### config.mk
export PLATFORM = sky130hd
export DESIGN_NAME = add_reservation_station
export DESIGN_NICKNAME = d
export VERILOG_FILES = /design/src/rtl/add_reservation_station.sv
export SDC_FILE = /design/constraint.sdc
export NUM_CORES = 1
export LEC_CHECK = 0
export CORE_UTILIZATION = 55
export CTS_BUF_LIST = sky130_fd_sc_hd__clkbuf_4 sky130_fd_sc_hd__clkbuf_8
export DETAILED_ROUTE_END_ITERATION = 12
export MAX_ROUTING_LAYER = met4
export PLACE_DENSITY = 0.87
export SLEW_MARGIN = 20
export SYNTH_ARGS = -nofsm -noshare
export SYNTH_HDL_FRONTEND = slang
export SYNTH_SLANG_ARGS = --single-unit
### constraint.sdc
create_clock -name clk -period 13.9 [get_ports clk]
set_input_delay 2.78 -clock clk [delete_from_list [all_inputs] [get_ports clk]]
set_output_delay 2.78 -clock clk [all_outputs]
set_load 0.03 [all_outputs]
### src/rtl/add_reservation_station.sv
// Adder-side reservation station: dual issue, CDB wakeup with same-cycle bypass,
// oldest-first dispatch through a registered valid/ready offer to the adder.
module add_reservation_station #(
  parameter int DEPTH  = 4,
  parameter int DATA_W = 32,
  parameter int TAG_W  = 8
) (
  input  logic              clk,
  input  logic              reset_n,
  input  logic              issue1_valid,
  input  logic [7:0]        issue1_type,
  input  logic [TAG_W-1:0]  issue1_dest,
  input  logic              issue1_src1_rdy,
  input  logic [DATA_W-1:0] issue1_src1,
  input  logic              issue1_src2_rdy,
  input  logic [DATA_W-1:0] issue1_src2,
  input  logic              issue2_valid,
  input  logic [7:0]        issue2_type,
  input  logic [TAG_W-1:0]  issue2_dest,
  input  logic              issue2_src1_rdy,
  input  logic [DATA_W-1:0] issue2_src1,
  input  logic              issue2_src2_rdy,
  input  logic [DATA_W-1:0] issue2_src2,
  input  logic              cdb_valid,
  input  logic [TAG_W-1:0]  cdb_tag,
  input  logic [DATA_W-1:0] cdb_data,
  output logic              exec_valid,
  input  logic              exec_ready,
  output logic [7:0]        exec_type,
  output logic [TAG_W-1:0]  exec_dest,
  output logic [DATA_W-1:0] exec_a,
  output logic [DATA_W-1:0] exec_b,
  output logic [3:0]        free_cnt,
  output logic              AR_Status,
  output logic              overflow_err
);

  logic [DEPTH-1:0]  ent_vld;
  logic [DEPTH-1:0]  ent_rdy1;
  logic [DEPTH-1:0]  ent_rdy2;
  logic [7:0]        ent_type [DEPTH];
  logic [TAG_W-1:0]  ent_dest [DEPTH];
  logic [DATA_W-1:0] ent_op1  [DEPTH];
  logic [DATA_W-1:0] ent_op2  [DEPTH];
  // older_than[i] has bit j set when entry j was allocated before entry i
  logic [DEPTH-1:0]  older_than [DEPTH];

  logic [DEPTH-1:0]  eligible;
  logic [DEPTH-1:0]  oldest;
  logic [DEPTH-1:0]  pick;
  logic [DEPTH-1:0]  release_m;
  logic [DEPTH-1:0]  avail;
  logic [DEPTH-1:0]  alloc1;
  logic [DEPTH-1:0]  alloc2;
  logic [DEPTH-1:0]  vld_next;
  logic [DEPTH-1:0]  survivors;
  logic              take;
  logic              ovf_now;
  logic [3:0]        free_next;
  logic [7:0]        pick_type;
  logic [TAG_W-1:0]  pick_dest;
  logic [DATA_W-1:0] pick_a;
  logic [DATA_W-1:0] pick_b;
  logic [DATA_W:0]   i1_op1;
  logic [DATA_W:0]   i1_op2;
  logic [DATA_W:0]   i2_op1;
  logic [DATA_W:0]   i2_op2;

  function automatic logic [DEPTH-1:0] lowest_one(input logic [DEPTH-1:0] m);
    return m & (~m + DEPTH'(1));
  endfunction

  function automatic logic [3:0] count_ones(input logic [DEPTH-1:0] m);
    logic [3:0] c;
    c = '0;
    for (int i = 0; i < DEPTH; i++) c = c + {3'b000, m[i]};
    return c;
  endfunction

  // Returns {rdy, value}; a pending tag that the CDB broadcasts this cycle is taken directly.
  function automatic logic [DATA_W:0] resolve_op(input logic rdy, input logic [DATA_W-1:0] src,
                                                 input logic bvld, input logic [TAG_W-1:0] btag,
                                                 input logic [DATA_W-1:0] bdata);
    if (!rdy && bvld && (src[TAG_W-1:0] == btag)) return {1'b1, bdata};
    return {rdy, src};
  endfunction

  always_comb begin
    i1_op1 = resolve_op(issue1_src1_rdy, issue1_src1, cdb_valid, cdb_tag, cdb_data);
    i1_op2 = resolve_op(issue1_src2_rdy, issue1_src2, cdb_valid, cdb_tag, cdb_data);
    i2_op1 = resolve_op(issue2_src1_rdy, issue2_src1, cdb_valid, cdb_tag, cdb_data);
    i2_op2 = resolve_op(issue2_src2_rdy, issue2_src2, cdb_valid, cdb_tag, cdb_data);
  end

  always_comb begin
    eligible = ent_vld & ent_rdy1 & ent_rdy2;
    oldest   = '0;
    for (int i = 0; i < DEPTH; i++) begin
      if (eligible[i] && ((older_than[i] & eligible) == '0)) oldest[i] = 1'b1;
    end
    pick      = lowest_one(oldest);
    take      = (pick != '0) && (!exec_valid || exec_ready);
    release_m = take ? pick : '0;
    survivors = ent_vld & ~release_m;
    avail     = ~survivors;
    alloc1    = issue1_valid ? lowest_one(avail) : '0;
    alloc2    = issue2_valid ? lowest_one(avail & ~alloc1) : '0;
    ovf_now   = (issue1_valid && (alloc1 == '0)) || (issue2_valid && (alloc2 == '0));
    vld_next  = survivors | alloc1 | alloc2;
    free_next = 4'(DEPTH) - count_ones(vld_next);
  end

  always_comb begin
    pick_type = '0;
    pick_dest = '0;
    pick_a    = '0;
    pick_b    = '0;
    for (int i = 0; i < DEPTH; i++) begin
      if (pick[i]) begin
        pick_type = ent_type[i];
        pick_dest = ent_dest[i];
        pick_a    = ent_op1[i];
        pick_b    = ent_op2[i];
      end
    end
  end

  // Entry payload, operand wakeup and age tracking; only meaningful under ent_vld
  always_ff @(posedge clk) begin
    for (int i = 0; i < DEPTH; i++) begin
      if (alloc1[i]) begin
        ent_type[i]   <= issue1_type;
        ent_dest[i]   <= issue1_dest;
        {ent_rdy1[i], ent_op1[i]} <= i1_op1;
        {ent_rdy2[i], ent_op2[i]} <= i1_op2;
        older_than[i] <= survivors;
      end else if (alloc2[i]) begin
        ent_type[i]   <= issue2_type;
        ent_dest[i]   <= issue2_dest;
        {ent_rdy1[i], ent_op1[i]} <= i2_op1;
        {ent_rdy2[i], ent_op2[i]} <= i2_op2;
        older_than[i] <= survivors | alloc1;
      end else begin
        older_than[i] <= older_than[i] & ~(alloc1 | alloc2);
        if (ent_vld[i] && cdb_valid && !ent_rdy1[i] && (ent_op1[i][TAG_W-1:0] == cdb_tag)) begin
          ent_rdy1[i] <= 1'b1;
          ent_op1[i]  <= cdb_data;
        end
        if (ent_vld[i] && cdb_valid && !ent_rdy2[i] && (ent_op2[i][TAG_W-1:0] == cdb_tag)) begin
          ent_rdy2[i] <= 1'b1;
          ent_op2[i]  <= cdb_data;
        end
      end
    end
  end

  // Occupancy, dispatch offer register and status
  always_ff @(posedge clk or negedge reset_n) begin
    if (!reset_n) begin
      ent_vld      <= '0;
      exec_valid   <= 1'b0;
      exec_type    <= '0;
      exec_dest    <= '0;
      exec_a       <= '0;
      exec_b       <= '0;
      free_cnt     <= 4'(DEPTH);
      AR_Status    <= 1'b0;
      overflow_err <= 1'b0;
    end else begin
      ent_vld <= vld_next;
      if (take) begin
        exec_valid <= 1'b1;
        exec_type  <= pick_type;
        exec_dest  <= pick_dest;
        exec_a     <= pick_a;
        exec_b     <= pick_b;
      end else if (exec_ready) begin
        exec_valid <= 1'b0;
      end
      free_cnt  <= free_next;
      AR_Status <= (free_next < 4'd2);
      if (ovf_now) overflow_err <= 1'b1;
    end
  end

endmodule
======== Yosys cells after proc, flatten, opt, wreduce, memory -nomap -nowiden ========
Memories as Yosys holds them, arrays and structs flattened.
Index checks and enable logic that the tools add are counted.
W data, S select, Z words.
word-level totals
  register bits after elaboration ......... 355
  RAM bits ................................ 80
  bits of input ports ..................... 210
  output and inout port bits .............. 87
  memories ................................ 3
memories
  memory      words  width  rd ports  clocked after Yosys merged registers in  wr ports  RTL line  RTL
  ent_dest    4      8      4         0                                        4         42        logic [TAG_W-1:0] ent_dest [DEPTH];
  ent_type    4      8      4         0                                        4         41        logic [7:0] ent_type [DEPTH];
  older_than  4      4      4         0                                        4         46        logic [DEPTH-1:0] older_than [DEPTH];
cells by class
  $add $sub $neg .......................... 7
  $lt $le $gt $ge ......................... 1
  equal/unequal tests ..................... 12
  multiplexer cells ....................... 133
  bitwise logic cells ..................... 41
  reductions and logical operators ........ 66
operators with widths
  kind                   count
  $mux W32               32
  $mux W33               8
  $mux W8                16
  $eq A8 B8 Y1           12
  $mux W1                66
  $and A4 B4 Y4          15
  $mux W4                11
  $logic_and A1 B1 Y1    35
  $not A4 Y4             7
  $logic_not A4 Y1       6
  $reduce_bool A3 Y1     8
  $or A1 B1 Y1           16
  $logic_not A1 Y1       13
  $add A4 B1 Y4 const B  3
  $or A4 B4 Y4           3
  $add A3 B1 Y4          1
  $lt A4 B2 Y1 const B   1
  $reduce_bool A4 Y1     1
  $sub A3 B4 Y4 const A  1
  $add A2 B1 Y3          1
  $add A1 B1 Y2          1
  $logic_or A1 B1 Y1     2
  $reduce_bool A2 Y1     1

======== Longest topological paths before layout ========
Gate-level depths: netlist (run 1).
  depth after elaboration ................. 31
  gate-level depth with buffers ........... 15
  mapped depth without buffers ............ 12

======== Worst setup path before layout (run 1) ========
Ideal clock, no wire load.
  path kind ............................... input-to-reg
  start ................................... input port cdb_tag[7]
  end ..................................... register ent_op2[32] (netlist name), enable pin
  arrival time ............................ 7.121 ns
  setup slack ............................. 6.264 ns
  stages .................................. 5
  cell sequence ........................... buf_1 xor2_1 nor4_1 nand4_1 o41ai_1
between the ends
  cells in the longest elaborated chain, start to end .. 3
ends and longest elaborated chain
  element                        RTL line  RTL
  start, declared                25        input logic [TAG_W-1:0] cdb_tag,
  $eq A8 B8 Y1                   149       if (ent_vld[i] && cdb_valid && !ent_rdy2[i] && (ent_op2[i][TAG_W-1:0] == cdb_tag)) begin
  $logic_and A1 B1 Y1            149
  $reduce_bool A3 Y1 (no line)   -
  end signal, assigned by index  135       {ent_rdy2[i], ent_op2[i]} <= i1_op2;
  end signal, assigned by index  141       {ent_rdy2[i], ent_op2[i]} <= i2_op2;
  end signal, assigned by index  151       ent_op2[i] <= cdb_data;
  end, declared                  44        logic [DATA_W-1:0] ent_op2 [DEPTH];
No other way between the ends.
A chain may end at the register's enable or synchronous reset.

======== Final worst setup path (run 1) ========
  start ................................... input port issue1_valid
  end ..................................... register ent_op2[13] (netlist name), enable pin
between the ends
  cells in the longest elaborated chain, start to end .. 8
ends and longest elaborated chain
  element                         RTL line  RTL
  start, declared                 10        input logic issue1_valid,
  $mux W4 *                       106       alloc1 = issue1_valid ? lowest_one(avail) : '0;
  $not A4 Y4                      107       alloc2 = issue2_valid ? lowest_one(avail & ~alloc1) : '0;
  $and A4 B4 Y4                   107
  $not A4 Y4                      70        return m & (~m + DEPTH'(1));
  $add A4 B1 Y4                   70
  $and A4 B4 Y4                   70
  $mux W4                         107
  $reduce_bool A3 Y1 (no line) *  -
Every way passes the cells marked *; elsewhere a longest branch is shown, timed or not.

==> results of run 1 <==
sequential cells by signal, indices dropped and copies added, names as in the netlist, named ones only:
register      flops
ent_dest         32
exec_dest         8
ent_rdy2          4
free_cnt          3
exec_valid        1
exec_type         8
ent_op1         128
ent_rdy1          4
ent_op2         128
ent_vld           4
exec_b           32
ent_type         32
AR_Status         1
overflow_err      1
exec_a           32
older_than       12
critical path, delay by kind of cell:
kind	cells	cell delay (ns)
buffers and inverters	1	0.95
AOI/OAI and AO/OA	3	1.75
and+or+nand+nor	2	0.80
logic make-up after synthesis:
logic type / count (synthesis) / share of synthesized area
muxes: 304 / 0.132
adders and majority gates: 5 / 0.00281
buffers and inverters: 235 / 0.0420
and+or+nand+nor: 601 / 0.105
AOI/OAI and AO/OA: 517 / 0.159
xor gates and xnor gates: 97 / 0.0353
other: 2 / 0.000312
DFF: 434 / 0.523
metal layers:
metal,up-vias,part of all wire,track usage
met1,9639,0.37,0.429
met3,227,0.12,0.0767
met5,-,0,-
met4,0,0.042,0.165
li1,8691,-,-
met2,1521,0.47,0.546
cell type report:
| type | instances | area, µm² |
|---|---|---|
| fill | 3127 | 14400 |
| timing repair buffer | 326 | 3200 |
| clock inverter | 6 | 33.8 |
| antenna | 6 | 15.0 |
| clock buffer | 127 | 1500 |
| inverter | 15 | 56.3 |
| multi-input combinational | 1538 | 10600 |
| sequential | 434 | 12600 |
| tap | 585 | 732 |
how the worst max path moves through the flow:
stage                      start               endpoint  slack (ns)
floorplan             cdb_tag[7]  ent_op2[32]$_DFFE_PP_        6.26
global placement      exec_ready  ent_op1[80]$_DFFE_PP_        7.20
detailed placement    exec_ready  ent_op1[87]$_DFFE_PP_        7.06
CTS                   exec_ready  ent_op1[87]$_DFFE_PP_        7.71
global route          exec_ready  ent_op2[13]$_DFFE_PP_        7.60
finish              issue1_valid  ent_op2[13]$_DFFE_PP_        7.81
cell usage in the layout, fill, tap and decap left out, drive strengths merged, types with 4 or more instances in the layout:
cell type / count
a21o: 4
a21oi: 85
a221o: 66
a221oi: 81
a22oi: 88
and2: 4
and3: 8
and4: 5
buf: 32
clkbuf: 127
clkdlybuf4s50: 294
clkinv: 4
conb: 14
dfrtp: 89
diode: 6
edfxtp: 344
inv: 16
mux2: 112
mux2i: 192
nand2: 266
nand3: 13
nand4: 31
nor2: 237
nor2b: 6
nor3: 6
nor4: 10
o21ai: 112
o221ai: 64
or3: 6
xnor2: 62
xor2: 35
power groups by stage:
stage	logic (mW)	clock network [mW]	registers [mW]
final	0.657	1.20	1.56
after global routing	0.696	1.26	1.57
after CTS	0.651	1.20	1.56
after detailed placement	0.647	0	1.58
after global placement	0.630	0	1.58
after floorplan	0.251	0	1.68
per-stage QoR:
| stage | area (µm²) | util | setup WS [ns] |
|---|---|---|---|
| after global placement | 27100 | 0.630 | 7.20 |
| after CTS | 28700 | 0.665 | 7.71 |
| after detailed placement | 27100 | 0.630 | 7.06 |
| final | 28700 | 0.667 | 7.81 |
| after floorplan | 24100 | - | 6.26 |
| after global routing | 28700 | 0.667 | 7.60 |
==> out/qor.yml, run 1 <==
status: "completed"
tns_ns: 0
r2r_cells: 10
max_freq_mhz: 164
grt_setup_unrepaired: "no"
clock_latency_ns: 0.63
p_sw_frac: 0.284
hold_buffers: 0
final.setup_skew_ns: 0.0402
path_cells: "clkdlybuf4s50_1 > and3_1 > nand3_4 > o21ai_4 > o221a_4 > a31o_2"
clock-sinks: 434
yosysMostFrequentCell: "edfxtp_1"
peakVddDrop_mv: 0.0996
syn_area_per_cell_um2: 11.0
dieHeight_um: 211
antenna_found_initial: 6
tightest_slew_ns: 1.20
intPower_mw: 2.45
powerDensity_mw_per_mm2: 119
dp_cells: 2897
hpwl_um: 48300
layout.cells.non_filler: 3037
drc_errors: 0
r2r-start: "ent_vld[1]$_DFF_PN0_"
required_ns: 14.13
grt-ovfl-total: 0
grt_pass1_wl_um: 115000
synthCells: 2195
ctsResizeCount: 0
cp-start-kind: "primary input"
worst_hold_slack_ns: 0.528
cp.arrival_ns: 6.32
start_util: 0.558
dieWidth_um: 211
reg2reg_slack_ns: 9.25
drive_gt1_frac: 0.0985
combPwrFrac: 0.192
grt_pass1_vias: 19867
cts_buffer_depth: 3
fin_crit_ns: 6.09
yosysWarnings: 0
cts_buffers: 73
min_to: "exec_dest[2]$_DFFE_PN0N_"
yosysSeqAreaShare: 0.523
finalWeightedCongestion: 0.923
syn-cell-area_mm2: 0.0241
criticalPathCategory: "primary input to flip-flop"
clkPwrFrac: 0.351
maxSlewHeadroom: 0.201
synth_flop_cell: "edfxtp_1"
end_kind: "flip-flop"
cts-htree-levels: 3
ys_types: 59
setup_viol: 0
synth_enable_flop_cells: 344
p_sw_mw: 0.968
drt_iter0_drc: 2528
io_pins: 297
nets: 2602
netlist_top_cells_area: "edfxtp_1, dfrtp_1, mux2i_1, nand2_1, nor2_1"
reg2reg_to: "ent_op2[13]$_DFFE_PP_"
yosys-top-cells-count: "edfxtp_1, nand2_1, nor2_1"
hold_path_class: "flip-flop to flip-flop"
seqPwrFrac: 0.457
holdPathStages: 2
vias_per_cell: 6.61
cp_slowest_cell: "clkdlybuf4s50_1"
root_buffer: "clkbuf_8"
synth-seq-cells: 434
num_vias: 20078
wl_per_cell_um: 25.0
slew_viol_final: 0
firstDrtPassIters: 7
grt_max_degree: 81
crit_path_max_fanout: 42
total_power_mw: 3.41
grt_usage: 0.348
wl_um: 75900
netlist.area_leader.share: 0.429
synth_area_leader_cell: "edfxtp_1"
die_area_mm2: 0.0446
period_share: 0.438
post-cts-setup-buffers: 0
io_buffer_count: 295
rows: 76
p_leak_nw: 10.6
core_mm2: 0.0431
hold_violations: 0
area_growth_pct: 19.4
max_stage_delay_ns: 0.95
cts_tree: "built"
clk_pin_slew_ns: 0.06
min_from: "exec_dest[2]$_DFFE_PN0N_"
async_reset_ff_frac: 0.207
maxCapViolCount: 0
ant_nets: 0
(Power assumes the default switching activity.)
==> run 2: changes to the inputs <==
==> constraint.sdc (replaced) <==
create_clock -name clk -period 6.04 [get_ports clk]
set_input_delay 1.208 -clock clk [delete_from_list [all_inputs] [get_ports clk]]
set_output_delay 1.208 -clock clk [all_outputs]
set_load 0.03 [all_outputs]
==> out/qor.yml, run 2 (synthesis results as in run 1) <==
maxSlewHeadroom: 0.210  # was 0.201
maxCapViolCount: 0  # unchanged
cts_buffer_depth: 3  # unchanged
cts_buffers: 76  # was 73
final_common_cell: "edfxtp_1"  # unchanged
cp.arrival_ns: 4.60  # was 6.32 ns
hpwl_um: 49500  # was 48300 µm
die_area_mm2: 0.0446  # unchanged
powerDensity_mw_per_mm2: 275  # was 119 mW/mm²
drt_iter0_drc: 2523  # was 2528
area_growth_pct: 20.1  # was 19.4%
clock-sinks: 434  # unchanged
cp_slowest_cell: "clkdlybuf4s50_1"  # unchanged
peakVddDrop_mv: 0.241  # was 0.0996 mV
dieWidth_um: 211  # unchanged
core_mm2: 0.0431  # unchanged
grt_pass1_wl_um: 117000  # was 115000 µm
start_util: 0.558  # unchanged
crit_path_max_fanout: 20  # was 42
grt-ovfl-total: 0  # unchanged
path_cells: "clkdlybuf4s50_1 > xnor2_1 > nand4_1 > or3_1 > nand2_2 > buf_4 > mux2i_1 > o21ai_1"  # was clkdlybuf4s50_1 > and3_1 > nand3_4 > o21ai_4 > o221a_4 > a31o_2
dieHeight_um: 211  # unchanged
reg.largest.list: "ent_op1 x128, ent_op2 x128"  # unchanged
n_fill_cell: 3134  # was 3127
antenna_found_initial: 6  # unchanged
grt_max_degree: 81  # unchanged
clock_latency_ns: 0.65  # was 0.63 ns
ant_nets: 0  # unchanged
slew_viol_final: 0  # unchanged
hold_path_class: "flip-flop to flip-flop"  # unchanged
vias_per_cell: 6.62  # was 6.61
max_stage_delay_ns: 0.78  # was 0.95 ns
cts_tree: "built"  # unchanged
cts-htree-levels: 3  # unchanged
grt_setup_unrepaired: "no"  # unchanged
grt_usage: 0.357  # was 0.348
finalWeightedCongestion: 0.987  # was 0.923
wl_um: 77200  # was 75900 µm
layout_common_cells: "edfxtp_1, clkdlybuf4s50_1, nand2_1"  # unchanged
grt_pass1_vias: 20265  # was 19.9k
setup_viol: 0  # unchanged
io_pins: 297  # unchanged
period_share: 0.704
ctsResizeCount: 0  # unchanged
io_buffer_count: 295  # unchanged
drive_gt1_frac: 0.103  # was 0.0985
post-cts-setup-buffers: 0  # unchanged
p_leak_nw: 10.7  # was 10.6 nW
tns_ns: 0  # unchanged
end_kind: "flip-flop"  # unchanged
tightest_slew_ns: 1.18  # was 1.20 ns
reg2reg_slack_ns: 1.80  # was 9.25 ns
final.setup_skew_ns: 0.0398  # was 0.0402 ns
rows: 76  # unchanged
hold_violations: 0  # unchanged
drc_errors: 0  # unchanged
max_freq_mhz: 235
fin_crit_ns: 4.25
cp-start-kind: "primary input"  # unchanged
root_buffer: "clkbuf_8"  # unchanged
nets: 2615  # was 2602
hold_buffers: 0  # unchanged
clk_pin_slew_ns: 0.06  # about the same
required_ns: 6.39  # was 14.13 ns
firstDrtPassIters: 6  # was 7
worst_hold_slack_ns: 0.510  # was 0.528 ns
num_vias: 20215  # was 20.1k
status: "completed"  # unchanged
wl_per_cell_um: 25.3  # was 25.0 µm
criticalPathCategory: "primary input to flip-flop"  # unchanged
[run 2: changes by cell type in the layout (fill, tap and decap cells not counted), sizes merged]
cell,before,now
clkinv,4,16
buf,32,42
clkbuf,127,118
inv,16,20
bufinv,0,1
[run 2: routing by layer]
| metal | global-route usage | vias up | wire length, µm |
|---|---|---|---|
| met2 | 0.556 | 1469 | 36300 |
| met5 | - | - | 0 |
| met1 | 0.443 | 9754 | 28400 |
| met3 | 0.0755 | 264 | 9000 |
| li1 | - | 8728 | - |
| met4 | 0.175 | 0 | 3480 |
[run 2: through the flow]
step	cells	util	instance area [µm²]	total power [mW]	setup slack, ns
6_report	3055	0.671	28900	7.94	1.79
5_1_grt	3055	0.671	28900	8.19	1.55
4_1_cts	3047	0.669	28800	7.93	1.88
3_5_place_dp	2906	0.633	27200	5.13	1.26
3_3_place_gp	2906	0.633	27200	5.09	1.32
2_1_floorplan	2207	-	24100	4.45	1.55
[run 2: critical path, delay by kind of cell]
kind / cells / cell delay, ns
AND/OR/NAND/NOR: 3 / 1.35
buffers and inverters: 2 / 1.21
AO/OA/AOI/OAI: 1 / 0.08
multiplexers: 1 / 0.25
XOR/XNOR: 1 / 0.48
[run 2: area by class of cell]
cell class | count | area (µm²) | share of cell area
flip-flops and latches | 434 | 12600 | 0.435
repair buffers | 336 | 3320 | 0.115
multi-input cells | 1538 | 10600 | 0.367
well taps | 585 | 732 | 0.0253
inverters | 15 | 56.3 | 0.00195
clock inverters | 23 | 159 | 0.00550
diodes | 6 | 15.0 | 0.000520
clock buffers | 118 | 1420 | 0.0493
[run 2: path summary, 6_finish.rpt]
path                                                 end                     start  cells past startpoint
worst min register to register  overflow_err$_DFFE_PN0P_  overflow_err$_DFFE_PN0P_                      1
min in group asynchronous            AR_Status$_DFF_PN0_                   reset_n                      1
max in group asynchronous         exec_a[17]$_DFFE_PN0N_                   reset_n                      2
worst max register to register     ent_op1[80]$_DFFE_PP_      ent_vld[0]$_DFF_PN0_                      8
worst min-delay path            overflow_err$_DFFE_PN0P_  overflow_err$_DFFE_PN0P_                      1
worst max-delay path              ent_op2[107]$_DFFE_PP_                cdb_tag[7]                      8
[run 2: report_power, final]
part | internal [mW] | total [mW] | switching, mW | leakage [nW]
sequential | 3.47 | 3.58 | 0.114 | 4.17
combinational | 0.618 | 1.52 | 0.907 | 5.72
clock | 1.56 | 2.84 | 1.28 | 0.851
